## config.mk

```make
export PLATFORM = sky130hd
export DESIGN_NAME = stopwatch_timer_core
export DESIGN_NICKNAME = d
export VERILOG_FILES = /design/src/rtl/stopwatch_timer_core.sv
export SDC_FILE = /design/constraint.sdc
export NUM_CORES = 1
export LEC_CHECK = 0
export CORE_MARGIN = 10
export CORE_UTILIZATION = 47
export CTS_CLUSTER_SIZE = 30
export DETAILED_ROUTE_END_ITERATION = 10
export PLACE_DENSITY = 0.76
export SETUP_SLACK_MARGIN = 0.05
export SYNTH_ARGS = -nofsm -noshare
export SYNTH_HDL_FRONTEND = slang
export SYNTH_SLANG_ARGS = --single-unit
```

## constraint.sdc

```tcl
create_clock -name clk -period 2 [get_ports clk]
set_input_delay 0.4 -clock clk [delete_from_list [all_inputs] [get_ports clk]]
set_output_delay 0.4 -clock clk [all_outputs]
set_load 0.02 [all_outputs]
```

## src/rtl/stopwatch_timer_core.sv

```systemverilog
// ============================================================================
// stopwatch_timer_core : run/pause stopwatch with prescaler, wrap/expiry, lap
// Revision 1.0
// ============================================================================
`default_nettype none

module stopwatch_timer_core #(
    parameter int CNT_W    = 16,
    parameter int TICK_DIV = 1000
) (
    input  logic             clk,
    input  logic             rst_n,
    input  logic             start,
    input  logic             stop,
    input  logic             reset,
    input  logic             lap,
    input  logic             mode_down,
    input  logic [CNT_W-1:0] load_val,
    output logic [CNT_W-1:0] count,
    output logic [CNT_W-1:0] lap_val,
    output logic             lap_valid,
    output logic             wrap,
    output logic             expired,
    output logic [1:0]       status
);

    typedef enum logic [1:0] {
        ST_IDLE    = 2'b00,
        ST_RUNNING = 2'b01,
        ST_PAUSED  = 2'b10,
        ST_EXPIRED = 2'b11
    } state_t;

    localparam int                C_PRE_W    = (TICK_DIV > 1) ? $clog2(TICK_DIV) : 1;
    localparam logic [C_PRE_W-1:0] C_PRE_LAST = C_PRE_W'(TICK_DIV - 1);
    localparam logic [C_PRE_W-1:0] C_PRE_ONE  = C_PRE_W'(1);
    localparam logic [CNT_W-1:0]   C_CNT_ONE  = CNT_W'(1);

    state_t             state_q, state_d;
    logic [CNT_W-1:0]   count_q, count_d;
    logic [C_PRE_W-1:0] presc_q, presc_d;
    logic               dir_q, dir_d;
    logic [CNT_W-1:0]   lap_val_q, lap_val_d;
    logic               lap_valid_q, lap_valid_d;
    logic               wrap_q, wrap_d;
    logic               expired_q, expired_d;

    logic w_tick;
    logic w_go;
    logic w_last_down;

    assign w_tick      = (presc_q == C_PRE_LAST);
    // stop outranks start in every state
    assign w_go        = start & ~stop;
    assign w_last_down = w_tick & dir_q & (count_q == C_CNT_ONE);

    always_comb begin
        state_d     = state_q;
        count_d     = count_q;
        presc_d     = presc_q;
        dir_d       = dir_q;
        lap_val_d   = lap_val_q;
        lap_valid_d = 1'b0;
        wrap_d      = 1'b0;
        expired_d   = 1'b0;

        // lap samples the count as it stood before this edge's update
        if (lap && !reset && (state_q == ST_RUNNING || state_q == ST_PAUSED)) begin
            lap_val_d   = count_q;
            lap_valid_d = 1'b1;
        end

        if (reset) begin
            state_d = ST_IDLE;
            count_d = '0;
            presc_d = '0;
        end else begin
            case (state_q)
                ST_IDLE: begin
                    count_d = '0;
                    presc_d = '0;
                    if (w_go) begin
                        dir_d = mode_down;
                        if (mode_down) begin
                            count_d = load_val;
                            if (load_val == '0) begin
                                state_d   = ST_EXPIRED;
                                expired_d = 1'b1;
                            end else begin
                                state_d = ST_RUNNING;
                            end
                        end else begin
                            state_d = ST_RUNNING;
                        end
                    end
                end
                ST_RUNNING: begin
                    if (w_tick) begin
                        presc_d = '0;
                        if (dir_q) begin
                            count_d = count_q - C_CNT_ONE;
                            if (w_last_down) begin
                                state_d   = ST_EXPIRED;
                                expired_d = 1'b1;
                            end
                        end else begin
                            count_d = count_q + C_CNT_ONE;
                            wrap_d  = &count_q;
                        end
                    end else begin
                        presc_d = presc_q + C_PRE_ONE;
                    end
                    // reaching zero on the same edge as stop still expires
                    if (stop && !w_last_down) begin
                        state_d = ST_PAUSED;
                    end
                end
                ST_PAUSED: begin
                    if (w_go) begin
                        state_d = ST_RUNNING;
                    end
                end
                ST_EXPIRED: begin
                    count_d = '0;
                    presc_d = '0;
                    if (w_go) begin
                        if (load_val == '0) begin
                            expired_d = 1'b1;
                        end else begin
                            count_d = load_val;
                            state_d = ST_RUNNING;
                        end
                    end
                end
                default: begin
                    state_d = ST_IDLE;
                end
            endcase
        end
    end

    always_ff @(posedge clk or negedge rst_n) begin
        if (!rst_n) begin
            state_q     <= ST_IDLE;
            count_q     <= '0;
            presc_q     <= '0;
            dir_q       <= 1'b0;
            lap_val_q   <= '0;
            lap_valid_q <= 1'b0;
            wrap_q      <= 1'b0;
            expired_q   <= 1'b0;
        end else begin
            state_q     <= state_d;
            count_q     <= count_d;
            presc_q     <= presc_d;
            dir_q       <= dir_d;
            lap_val_q   <= lap_val_d;
            lap_valid_q <= lap_valid_d;
            wrap_q      <= wrap_d;
            expired_q   <= expired_d;
        end
    end

    assign count     = count_q;
    assign lap_val   = lap_val_q;
    assign lap_valid = lap_valid_q;
    assign wrap      = wrap_q;
    assign expired   = expired_q;
    assign status    = state_q;

endmodule

`default_nettype wire

```

== Word-level counts from Yosys, hierarchy flattened ==
Index checks and enable logic that the tools add are counted.

* Flip-flop bits (word level): 48
* Input port bits: 23
* Output and inout port bits: 37
* Word-level logic and storage cells: 81

* Add/subtract/negate cells: 3
* Equal/unequal tests: 13
* Muxes and demuxes: 37
* Bitwise operators: 5
* Reductions and logical operators: 15

{| class="wikitable"
|+ Operators with widths
! cell !! count
|-
| $mux 16 || 7
|-
| $pmux 16 s3 || 1
|-
| $mux 2 || 11
|-
| $mux 10 || 2
|-
| $pmux 10 s2 || 1
|-
| $add 16x1->16 const B || 1
|-
| $eq 16x1->1 const B || 1
|-
| $logic_not 16->1 || 1
|-
| $reduce_and 16->1 || 1
|-
| $sub 16x1->16 const B || 1
|-
| $ne 3x3->1 const B || 5
|-
| $mux 1 || 13
|-
| $ne 4x3->1 const B || 3
|-
| $add 10x1->10 const B || 1
|-
| $eq 10x10->1 const B || 1
|-
| $pmux 2 s4 || 1
|-
| $reduce_and 7->1 || 1
|-
| $eq 2x2->1 const B || 2
|-
| $reduce_bool 4->1 || 1
|-
| $and 1x1->1 || 3
|-
| $logic_and 1x1->1 || 3
|-
| $pmux 1 s3 || 1
|-
| $reduce_and 3->1 || 1
|-
| $reduce_bool 3->1 || 1
|-
| other kinds (7) || 9
|}

== Logic depth before layout (Yosys ltp) ==
Gate-level depths: netlist of the first run.

* Depth in word-level cells: 9
* Depth in mapped cells: 8
* Gate-level depth less buffers: 7

== Least setup slack after synthesis of the first run ==
No wires, ideal clock.

* Path kind: register to register
* Start: register count_q[1] (netlist: count[1])
* End: register state_q[1] (netlist: status[1])
* Library setup time: 125 ps
* Arrival: 1952 ps
* Data required time: 1875 ps
* Path slack: -78 ps
* Stages on the path, launching flop included: 8
* Buffers on the path: 0
* Clock period less this slack: 2078 ps
* Cells stage by stage: dfrtp_1 > inv_1 > ha_1 > nor4b_1 > and4_4 > and4_4 > o32a_4 > mux2_4

* Longest elaborated chain between the ends: 7
* Elaborated cells on any way between the ends: 11
* Those cells by class: eq/ne: 4; mux: 3; bitwise: 1; reduce/logical: 3

{| class="wikitable"
|+ RTL lines
! item !! RTL line !! source
|-
| start: declaration || 40 || <nowiki>logic [CNT_W-1:0] count_q, count_d;</nowiki>
|-
| start signal: assignment || 154 || <nowiki>count_q <= count_d;</nowiki>
|-
| $eq 16x1->1 * || 55 || <nowiki>assign w_last_down = w_tick & dir_q & (count_q == C_CNT_ONE);</nowiki>
|-
| $and 1x1->1 * || 55 ||
|-
| $logic_not 1->1 || 114 || <nowiki>if (stop && !w_last_down) begin</nowiki>
|-
| $logic_and 1x1->1 || 114 ||
|-
| $mux 2 || 114 ||
|-
| $pmux 2 s4 || 78 || <nowiki>case (state_q)</nowiki>
|-
| $mux 2 || 73 || <nowiki>if (reset) begin</nowiki>
|-
| end signal: assignment || 153 || <nowiki>state_q <= state_d;</nowiki>
|-
| end: declaration || 39 || <nowiki>state_t state_q, state_d;</nowiki>
|}

Mark *: on every way between the ends. The rest lies on a longest branch, timed or not.
A chain may end at the register's enable or synchronous reset.

== Worst setup path in the final report of the first run ==
* Start: register presc_q[1]
* End: register state_q[1] (netlist: status[1])

* Longest elaborated chain between the ends: 8
* Elaborated cells on any way between the ends: 12
* Those cells by class: eq/ne: 4; mux: 3; bitwise: 2; reduce/logical: 3

{| class="wikitable"
|+ RTL lines
! item !! RTL line !! source
|-
| start: declaration || 41 || <nowiki>logic [C_PRE_W-1:0] presc_q, presc_d;</nowiki>
|-
| start signal: assignment || 155 || <nowiki>presc_q <= presc_d;</nowiki>
|-
| $eq 10x10->1 * || 52 || <nowiki>assign w_tick = (presc_q == C_PRE_LAST);</nowiki>
|-
| $and 1x1->1 (2 in series) || 55 ||
|-
| $logic_not 1->1 || 114 ||
|-
| $logic_and 1x1->1 || 114 ||
|-
| $mux 2 || 114 ||
|-
| $pmux 2 s4 || 78 ||
|-
| $mux 2 || 73 ||
|}

Marked as above.

==> flow_summary.toml, run 1 <==
[outcome]
status = "completed"

[clock_tree]
clockRootBuffer = "clkbuf_8"
clock_latency_ns = 0.31
cts_hold_buffers = 0
cts_tree = "done"
h-tree-depth = 2
cts_buffers = 5
cts_sinks = 48
clk_pin_slew_worst_paths_ns = 0.09
clk_path_buf_depth = 2

[global_route]
grt_use_total = 0.185
antenna_found_initial = 0
grt_pass1_wl_um = 15300
grt_pass1_vias = 3096
grt_max_degree = 26
grt_remaining_overflow = 0

[final_layout]
area_growth_pct = 42.1
num_antenna_cells = 0
layout.nets = 473
drive_gt1_frac = 0.294
nFillCells = 505
fin_area_um2 = 4380
multi_input_area_um2 = 1800
regArea_um2 = 1210

[synthesis]
synth_nets = 359
yosys.cell_types.count = 68
yosysSeqAreaShare = 0.390
synthCells = 327
syn_area_per_cell_um2 = 9.43
yosys_register_bits = 48
ys_async_sr_fraction = 1.00
yosys_warnings = 0
syn_area_um2 = 3080
synth-edff-count = 0
synthFlopType = "dfrtp_1"

[job]
drv_cap = 0

[timing]
hold_slack_ns = 0.0785
layout_setup_ws_ns = 0.0349
drv_slew = 0
rsz0062_at_grt = "yes"
setup_viol = 0
fin_crit_sh = 0.983
hold_violations = 0
tightestPinTransition_ns = 0.361
period_needed_ns = 1.97
max_freq_mhz = 509
relSlewSlack = 0.758
skew_ns = 0.00974

[pwr]
seqPwrFrac = 0.285
vdd_drop_max_v = 0.000716
switchingPower_uw = 1910
sw_frac_of_total = 0.403
clkPwrFrac = 0.148
power_density_nw_per_um2 = 1080
internal-power_uw = 2820
power_frac_comb = 0.568
p_leak_uw = 0.00194

[detailed_routing]
vias_per_cell = 6.00
drtIter0Drc = 222
routed_wl_um = 9640
drt_first_pass_iters = 5
ant_nets = 0
drc = 0
wl_per_cell_um = 18.6
vias = 3113

[worst_setup_path]
worstPathRequired_ns = 2.20
crit_path_max_fanout = 7
start_kind = "flip-flop"
end_kind = "flip-flop"
reg2reg_depth = 6
worstPathArrival_ns = 2.16
crit_type = "flip-flop to flip-flop"

[place]
numPortBuffers = 59
place_area_um2 = 4150
gp_congestion = 0.936
hpwl_um = 7520
place_ws_ns = -0.351

[die]
dieArea_um2 = 10200
ios = 60
row_count = 29
start_util = 0.486
core_um2 = 6350
die_h_um = 101
die_w_um = 101

[min_path]
hp-class = "input pin to async pin"
-- per-layer routing --
layer | GRT usage | share of wire | up-vias | wire length [um]
met2 | 0.325 | 0.51 | 131 | 4880
li1 | - | - | 1451 | -
met3 | 0.0562 | 0.084 | 26 | 811
met4 | 0.0729 | 0.027 | 0 | 262
met5 | 0 | 0 | - | 0
met1 | 0.203 | 0.38 | 1505 | 3680
-- registers in the layout (all words and copies together), names as in the netlist --
signal	cells
wrap	1
lap_valid	1
expired	1
presc_q	10
count	16
lap_val	16
dir_q	1
status	2
-- power groups by stage --
stage | clock [uW] | sequential, uW | combinational, uW
2_1_floorplan | 0 | 1500 | 1340
3_3_place_gp | 0 | 1340 | 2530
3_5_place_dp | 0 | 1340 | 2550
4_1_cts | 726 | 1330 | 2570
5_1_grt | 750 | 1370 | 2900
6_report | 700 | 1350 | 2690
-- through the flow --
stage / total power, uW / cells / TNS (ns) / util
floorplan: 2840 / 327 / -0.00189 / -
global placement: 3870 / 510 / -2.42 / 0.654
detailed placement: 3890 / 510 / -2.58 / 0.654
CTS: 4630 / 518 / 0 / 0.676
global route: 5020 / 519 / -0.0450 / 0.690
finish: 4730 / 519 / 0 / 0.690
-- layout by cell type, fill, tap and decap left out, types with 7 or more instances in the layout --
cell type,synthesis,final
a21oi_1,13,13
nor3_1,8,8
clkdlybuf4s50_1,0,50
nand2_1,32,31
dfrtp_1,48,43
nor2_1,19,17
nand2b_1,8,8
nand3_1,14,14
o21ai_0,20,20
mux2_2,11,11
inv_1,12,10
buf_4,4,68
nand4_1,7,7
-- kinds of logic (layout without fill, tap and decap cells) --
kind of cell	Yosys count	after routing	synth area share
XOR/XNOR	6	6	0.0170
multiplexers	13	13	0.0483
buffers and inverters	33	148	0.0584
flip-flops	48	48	0.390
AND/OR/NAND/NOR	135	135	0.253
adder cells (fa/ha/maj)	9	9	0.0365
AO/OA/AOI/OAI	83	83	0.197
-- critical path, cell delays in order (launching register included) --
cell	delay, ns
dfrtp_1	0.43
ha_2	0.19
and4_4	0.17
and4_4	0.21
and4_4	0.21
o32a_4	0.36
mux2_4	0.29
-- synthesized netlist by cell type (3+ instances only) --
library cell,n,area [um2]
xor2_1,3,26.3
nor3_1,8,40.0
or3_1,4,25.0
a22o_1,5,43.8
o211a_1,3,30.0
clkbuf_1,7,26.3
nor2_1,19,71.3
o21ai_0,20,100
nor3b_1,6,45.0
nor2b_1,5,31.3
and4_1,3,26.3
nand4_1,7,43.8
mux2_2,11,124
a31o_2,4,35.0
and4_4,3,33.8
nand2_1,32,120
and3_1,3,18.8
dfrtp_1,48,1200
inv_1,12,45.0
ha_1,9,113
xnor2_1,3,26.3
nand2b_1,8,50.1
buf_2,4,20.0
nor4_1,7,43.8
a21oi_1,13,65.1
a32o_1,3,30.0
and2_1,3,18.8
buf_4,4,30.0
a31oi_1,3,18.8
a221o_1,3,30.0
o211ai_1,5,37.5
nand3_1,14,70.1
-- layout make-up --
class	instances	area share
repair buffers	128	0.257
multi-input cells	246	0.411
flip-flops and latches	48	0.276
clock inverters	2	0.00800
well taps	77	0.0220
inverters	12	0.0103
clock buffers	6	0.0166
-- repair_timing --
action | CTS | global route
setup endpoints to repair | 10 | 24
resized for setup | 12 | 23
pin swaps | 1 | 5
buffers inserted | 0 | 1
-- final timing paths --
check                           slack (ns)          to        start
worst min register to register        0.48  lap_val[1]   lap_val[1]
min in group clk                      0.44    count[2]  load_val[2]
worst max-delay path                  0.03   status[1]   presc_q[1]
worst max register to register        0.03   status[1]   presc_q[1]
max in group asynchronous             1.64    count[5]        rst_n
worst min-delay path                  0.08  lap_val[3]        rst_n
Note: power is estimated with default switching activity, not from simulation.
==> run 2, diff against run 1 <==
--- a/config.mk
+++ b/config.mk
@@ -10,6 +10,7 @@
 export CTS_CLUSTER_SIZE = 30
 export DETAILED_ROUTE_END_ITERATION = 10
 export PLACE_DENSITY = 0.76
+export REMOVE_ABC_BUFFERS = 1
 export SETUP_SLACK_MARGIN = 0.05
 export SYNTH_ARGS = -nofsm -noshare
 export SYNTH_HDL_FRONTEND = slang
==> run 2 against run 1 <==
Net effect: the flow now finishes with violations (setup timing); clock skew is 0.0049 ns lower; critical path depth is 2 higher; clock power is 18% lower; power is 2.2% lower; non-clock buffer count stayed put; register-to-register slack worse by 0.04 ns; highest routed layer unchanged.
==> flow_summary.toml, run 2 (synthesis gave the netlist of run 1 again) <==
[global_route]
grt_pass1_wl_um = 15700
antenna_found_initial = 0
grt_pass1_vias = 3078
grt_use_total = 0.190
grt_remaining_overflow = 0
grt_max_degree = 24

[die]
start_util = 0.486
row_count = 29
core_um2 = 6350
ios = 60
dieArea_um2 = 10200
die_h_um = 101
die_w_um = 101

[detailed_routing]
drtIter0Drc = 245
vias = 3068
ant_nets = 0
vias_per_cell = 5.92
drt_first_pass_iters = 5
drc = 0
wl_per_cell_um = 19.0
routed_wl_um = 9820

[worst_setup_path]
critPathLaunch = "count[1]"
worstPathRequired_ns = 2.20
end_kind = "flip-flop"
r2r-start = "count[1]"
r2r_slack_ns = -0.006
crit_path_max_fanout = 3
reg2reg_depth = 8
worstPathArrival_ns = 2.21
reg2reg_to = "status[1]"
crit_type = "flip-flop to flip-flop"
crit_end = "status[1]"
start_kind = "flip-flop"

[pwr]
power_density_nw_per_um2 = 1060
vdd_drop_max_v = 0.000625
p_leak_uw = 0.00196
power_uw = 4630

[min_path]
hp-class = "input pin to async pin"

[clock_tree]
clockRootBuffer = "clkbuf_8"
h-tree-depth = 2
clock_latency_ns = 0.31
cts_hold_buffers = 0
cts_sinks = 48
clk_pin_slew_worst_paths_ns = 0.09
clk_path_buf_depth = 2
cts_buffers = 5
cts_tree = "done"

[timing]
period_needed_ns = 2.01
drv_slew = 0
fin_crit_sh = 1.00
setup_viol = 1
skew_ns = 0.00479
rsz0062_at_grt = "yes"
tightestPinTransition_ns = 0.482
hold_violations = 0
hold_slack_ns = 0.0358
layout_setup_ws_ns = -0.00605
max_freq_mhz = 498
relSlewSlack = 0.678

[final_layout]
regArea_um2 = 1210
drive_gt1_frac = 0.286
layout_common_cells = "67 x buf_4, 52 x clkdlybuf4s50_1, 44 x dfrtp_1"
num_antenna_cells = 0
layout_commonest_cell = "buf_4"
nFillCells = 514
area_growth_pct = 41.6
layout.nets = 473
multi_input_area_um2 = 1800

[place]
gp_congestion = 0.947
hpwl_um = 7610
place_ws_ns = -0.391
numPortBuffers = 59

[outcome]
status = "finished with violations"
violations = "setup timing"

[job]
drv_cap = 0
## run 2: cell count changes in the layout (fill, tap and decap cells not counted), sizes merged
cell           previous run  this run
bufinv                    1         0
clkdlybuf4s50            50        52
dlygate4sd2               3         1
## run 2: what timing repair did
item	4_1_cts	5_1_grt
pin swaps	1	2
setup endpoints to repair	13	23
gates resized for setup	15	17
setup buffers	1	1
## run 2: worst min-delay path by stage
stage / slack (ns) / to / from
after floorplan: 0.10 / count[0] / rst_n
after global routing: 0.06 / lap_val[1] / rst_n
after global placement: 0.38 / lap_val[1] / rst_n
final: 0.04 / lap_val[13] / rst_n
after CTS: 0.05 / lap_val[0] / rst_n
after detailed placement: 0.39 / lap_val[0] / rst_n
## run 2: area by class of cell
| cell class | instances | share of cell area |
|---|---|---|
| tap | 77 | 0.0221 |
| timing repair buffer | 128 | 0.261 |
| clock buffer | 6 | 0.0166 |
| inverter | 12 | 0.0103 |
| sequential | 48 | 0.276 |
| clock inverter | 1 | 0.00115 |
| multi-input combinational | 246 | 0.412 |
## run 2: through the flow
stage                     instance area [um2]  TNS [ns]  utilization  std cells
final                                    4360  -0.00605        0.687        518
after global routing                     4360    -0.265        0.687        518
after CTS                                4290  -0.00399        0.676        517
after detailed placement                 4160     -3.18        0.655        509
after global placement                   4160     -3.12        0.655        509
after floorplan                          2950     -2.85            -        306
## run 2: worst max-delay path: stages (launching register included)
cell	delay (ns)
dfrtp_1	0.40
inv_2	0.08
ha_4	0.13
nor4b_4	0.20
buf_4	0.14
and4_4	0.22
and4_4	0.26
o32a_4	0.18
mux2_4	0.29
## run 2: metal layers
layer	vias to the layer above	wire length (um)	global-route usage
met1	1484	3890	0.220
met4	0	253	0.0697
met3	19	625	0.0439
li1	1448	-	-
met5	-	0	0
met2	117	5040	0.333
## run 2: report_power, final
part           switching, uW  internal [uW]
Sequential               188           1150
Clock                    334            239
Combinational           1390           1330
==> run 3, diff against run 2 <==
--- a/config.mk
+++ b/config.mk
@@ -6,10 +6,10 @@
 export NUM_CORES = 1
 export LEC_CHECK = 0
 export CORE_MARGIN = 10
-export CORE_UTILIZATION = 47
-export CTS_CLUSTER_SIZE = 30
+export CORE_UTILIZATION = 55
+export CTS_CLUSTER_SIZE = 8
 export DETAILED_ROUTE_END_ITERATION = 10
-export PLACE_DENSITY = 0.76
+export PLACE_DENSITY = 0.84
 export REMOVE_ABC_BUFFERS = 1
 export SETUP_SLACK_MARGIN = 0.05
 export SYNTH_ARGS = -nofsm -noshare
==> constraint.sdc (replaced) <==
create_clock -name clk -period 2.6 [get_ports clk]
set_input_delay 0.52 -clock clk [delete_from_list [all_inputs] [get_ports clk]]
set_output_delay 0.52 -clock clk [all_outputs]
set_load 0.02 [all_outputs]
==> run 3 against run 2 <==
Net effect: the run now ends clean; combinational power down 35%; clock-buffer cell count up 1; sequential power down 20%; critical endpoint is now count[12]; non-clock buffer count down 52; maximum frequency down 16%; largest cell class unchanged; sequential cell count unchanged.
==> flow_summary.toml, run 3 (synthesis gave the netlist of run 1 again) <==
[die]
dieArea_um2 = 9000
start_util = 0.563
ios = 60
die_w_um = 94.9
row_count = 27
die_h_um = 94.9
core_um2 = 5470

[worst_setup_path]
worstPathArrival_ns = 2.59
start_kind = "flip-flop"
r2r-start = "status[1]"
worstPathCellList = "inv_1 > ha_1 > buf_4 > nand4_1 > nand2_1 > o21ai_0 > a221o_1"
crit_type = "flip-flop to flip-flop"
end_kind = "flip-flop"
crit_buf_inv = 2
slowest_stage = "dfrtp_1"
critPathLaunch = "status[1]"
crit_path_max_fanout = 13
cp_top_family = "simple AND/OR/NAND/NOR gates"
slowest_delay_ns = 0.45
worstPathRequired_ns = 2.79

[clock_tree]
cts_setup_buffers = 0
clock_latency_ns = 0.31
cts_tree = "done"
cts_buffers = 5
cts_hold_buffers = 0
clk_path_buf_depth = 2
clk_pin_slew_worst_paths_ns = 0.09
clockRootBuffer = "clkbuf_8"
cts.repair.resized = 0
cts_sinks = 48
h-tree-depth = 2

[detailed_routing]
vias_per_cell = 6.42
ant_nets = 0
vias = 2965
routed_wl_um = 9330
drt_first_pass_iters = 5
drtIter0Drc = 284
wl_per_cell_um = 20.2
drc = 0

[timing]
relSlewSlack = 0.622
tightestPinTransition_ns = 0.567
setup_tns_ns = 0
rsz0062_at_grt = "no"
max_freq_mhz = 418
skew_ns = 0.00757
period_needed_ns = 2.39
hold_violations = 0
fin_crit_sh = 0.920
layout_setup_ws_ns = 0.207
setup_viol = 0
drv_slew = 0

[pwr]
switchingPower_uw = 1410
power_density_nw_per_um2 = 885
p_leak_uw = 0.00163
sw_frac_of_total = 0.411
internal-power_uw = 2030
seqPwrFrac = 0.311
clkPwrFrac = 0.174
power_frac_comb = 0.515
vdd_drop_max_v = 0.000482
power_uw = 3440

[job]
drv_cap = 0

[final_layout]
area_growth_pct = 26.2
layout.nets = 421
layout_common_cells = "58 x clkdlybuf4s50_1, 48 x dfrtp_1, 32 x nand2_1"
drive_gt1_frac = 0.138
layout_commonest_cell = "clkdlybuf4s50_1"
num_antenna_cells = 0
fin_area_um2 = 3890

[global_route]
grt_pass1_vias = 2930
grt_use_total = 0.206
antenna_found_initial = 0
grt_max_degree = 24
grt_remaining_overflow = 0
grt_pass1_wl_um = 14800

[place]
hpwl_um = 7000
gp_congestion = 0.922
place_ws_ns = 0.0983
numPortBuffers = 59
place_area_um2 = 3760

[outcome]
status = "completed"

[min_path]
hp-class = "input pin to async pin"
==> run 3: area by class of cell <==
type | instances | area, um2
Multi-Input combinational cell | 246 | 1700
Fill cell | 428 | 1580
Sequential cell | 48 | 1200
Timing Repair Buffer | 76 | 726
Clock buffer | 7 | 96.3
Tap cell | 72 | 90.1
Inverter | 12 | 45.0
Clock inverter | 1 | 30.0
==> run 3: path summary, 6_finish.rpt <==
path | to | slack (ns) | cells after the start
min reg2reg | lap_val[5] | 0.49 | 2
max reg2reg | count[12] | 0.21 | 7
max | count[12] | 0.21 | 7
min in group clk | lap_val[5] | 0.49 | 2
min | wrap | 0.19 | 1
max in group asynchronous | lap_val[9] | 1.81 | 2
==> run 3: through the flow <==
step / utilization / std cells / hold slack, ns
floorplan: - / 306 / 0.224
global placement: 0.688 / 454 / 0.462
detailed placement: 0.688 / 454 / 0.474
CTS: 0.711 / 462 / 0.210
global route: 0.711 / 462 / 0.223
finish: 0.711 / 462 / 0.194
==> run 3: worst register-to-register path: cells and delay by family (launching register included) <==
kind                     cells  cell delay (ns)
adder cells (fa/ha/maj)      1             0.43
AO/OA/AOI/OAI                2             0.49
flip-flops                   1             0.45
AND/OR/NAND/NOR              2             0.54
buffers and inverters        2             0.38
==> run 3: power groups by stage <==
| stage | clock network [uW] | registers (uW) | logic (uW) |
|---|---|---|---|
| 6_report | 600 | 1070 | 1770 |
| 2_1_floorplan | 0 | 1200 | 912 |
| 4_1_cts | 607 | 1060 | 1750 |
| 5_1_grt | 635 | 1090 | 1900 |
| 3_3_place_gp | 0 | 1080 | 1710 |
| 3_5_place_dp | 0 | 1080 | 1740 |
==> run 3: layer usage <==
metal	track usage	vias up	part of all wire	wire, um
met5	0	-	0	0
met1	0.237	1408	0.38	3580
met3	0.0468	35	0.095	882
li1	-	1353	-	-
met4	0.0885	0	0.032	299
met2	0.358	169	0.49	4580
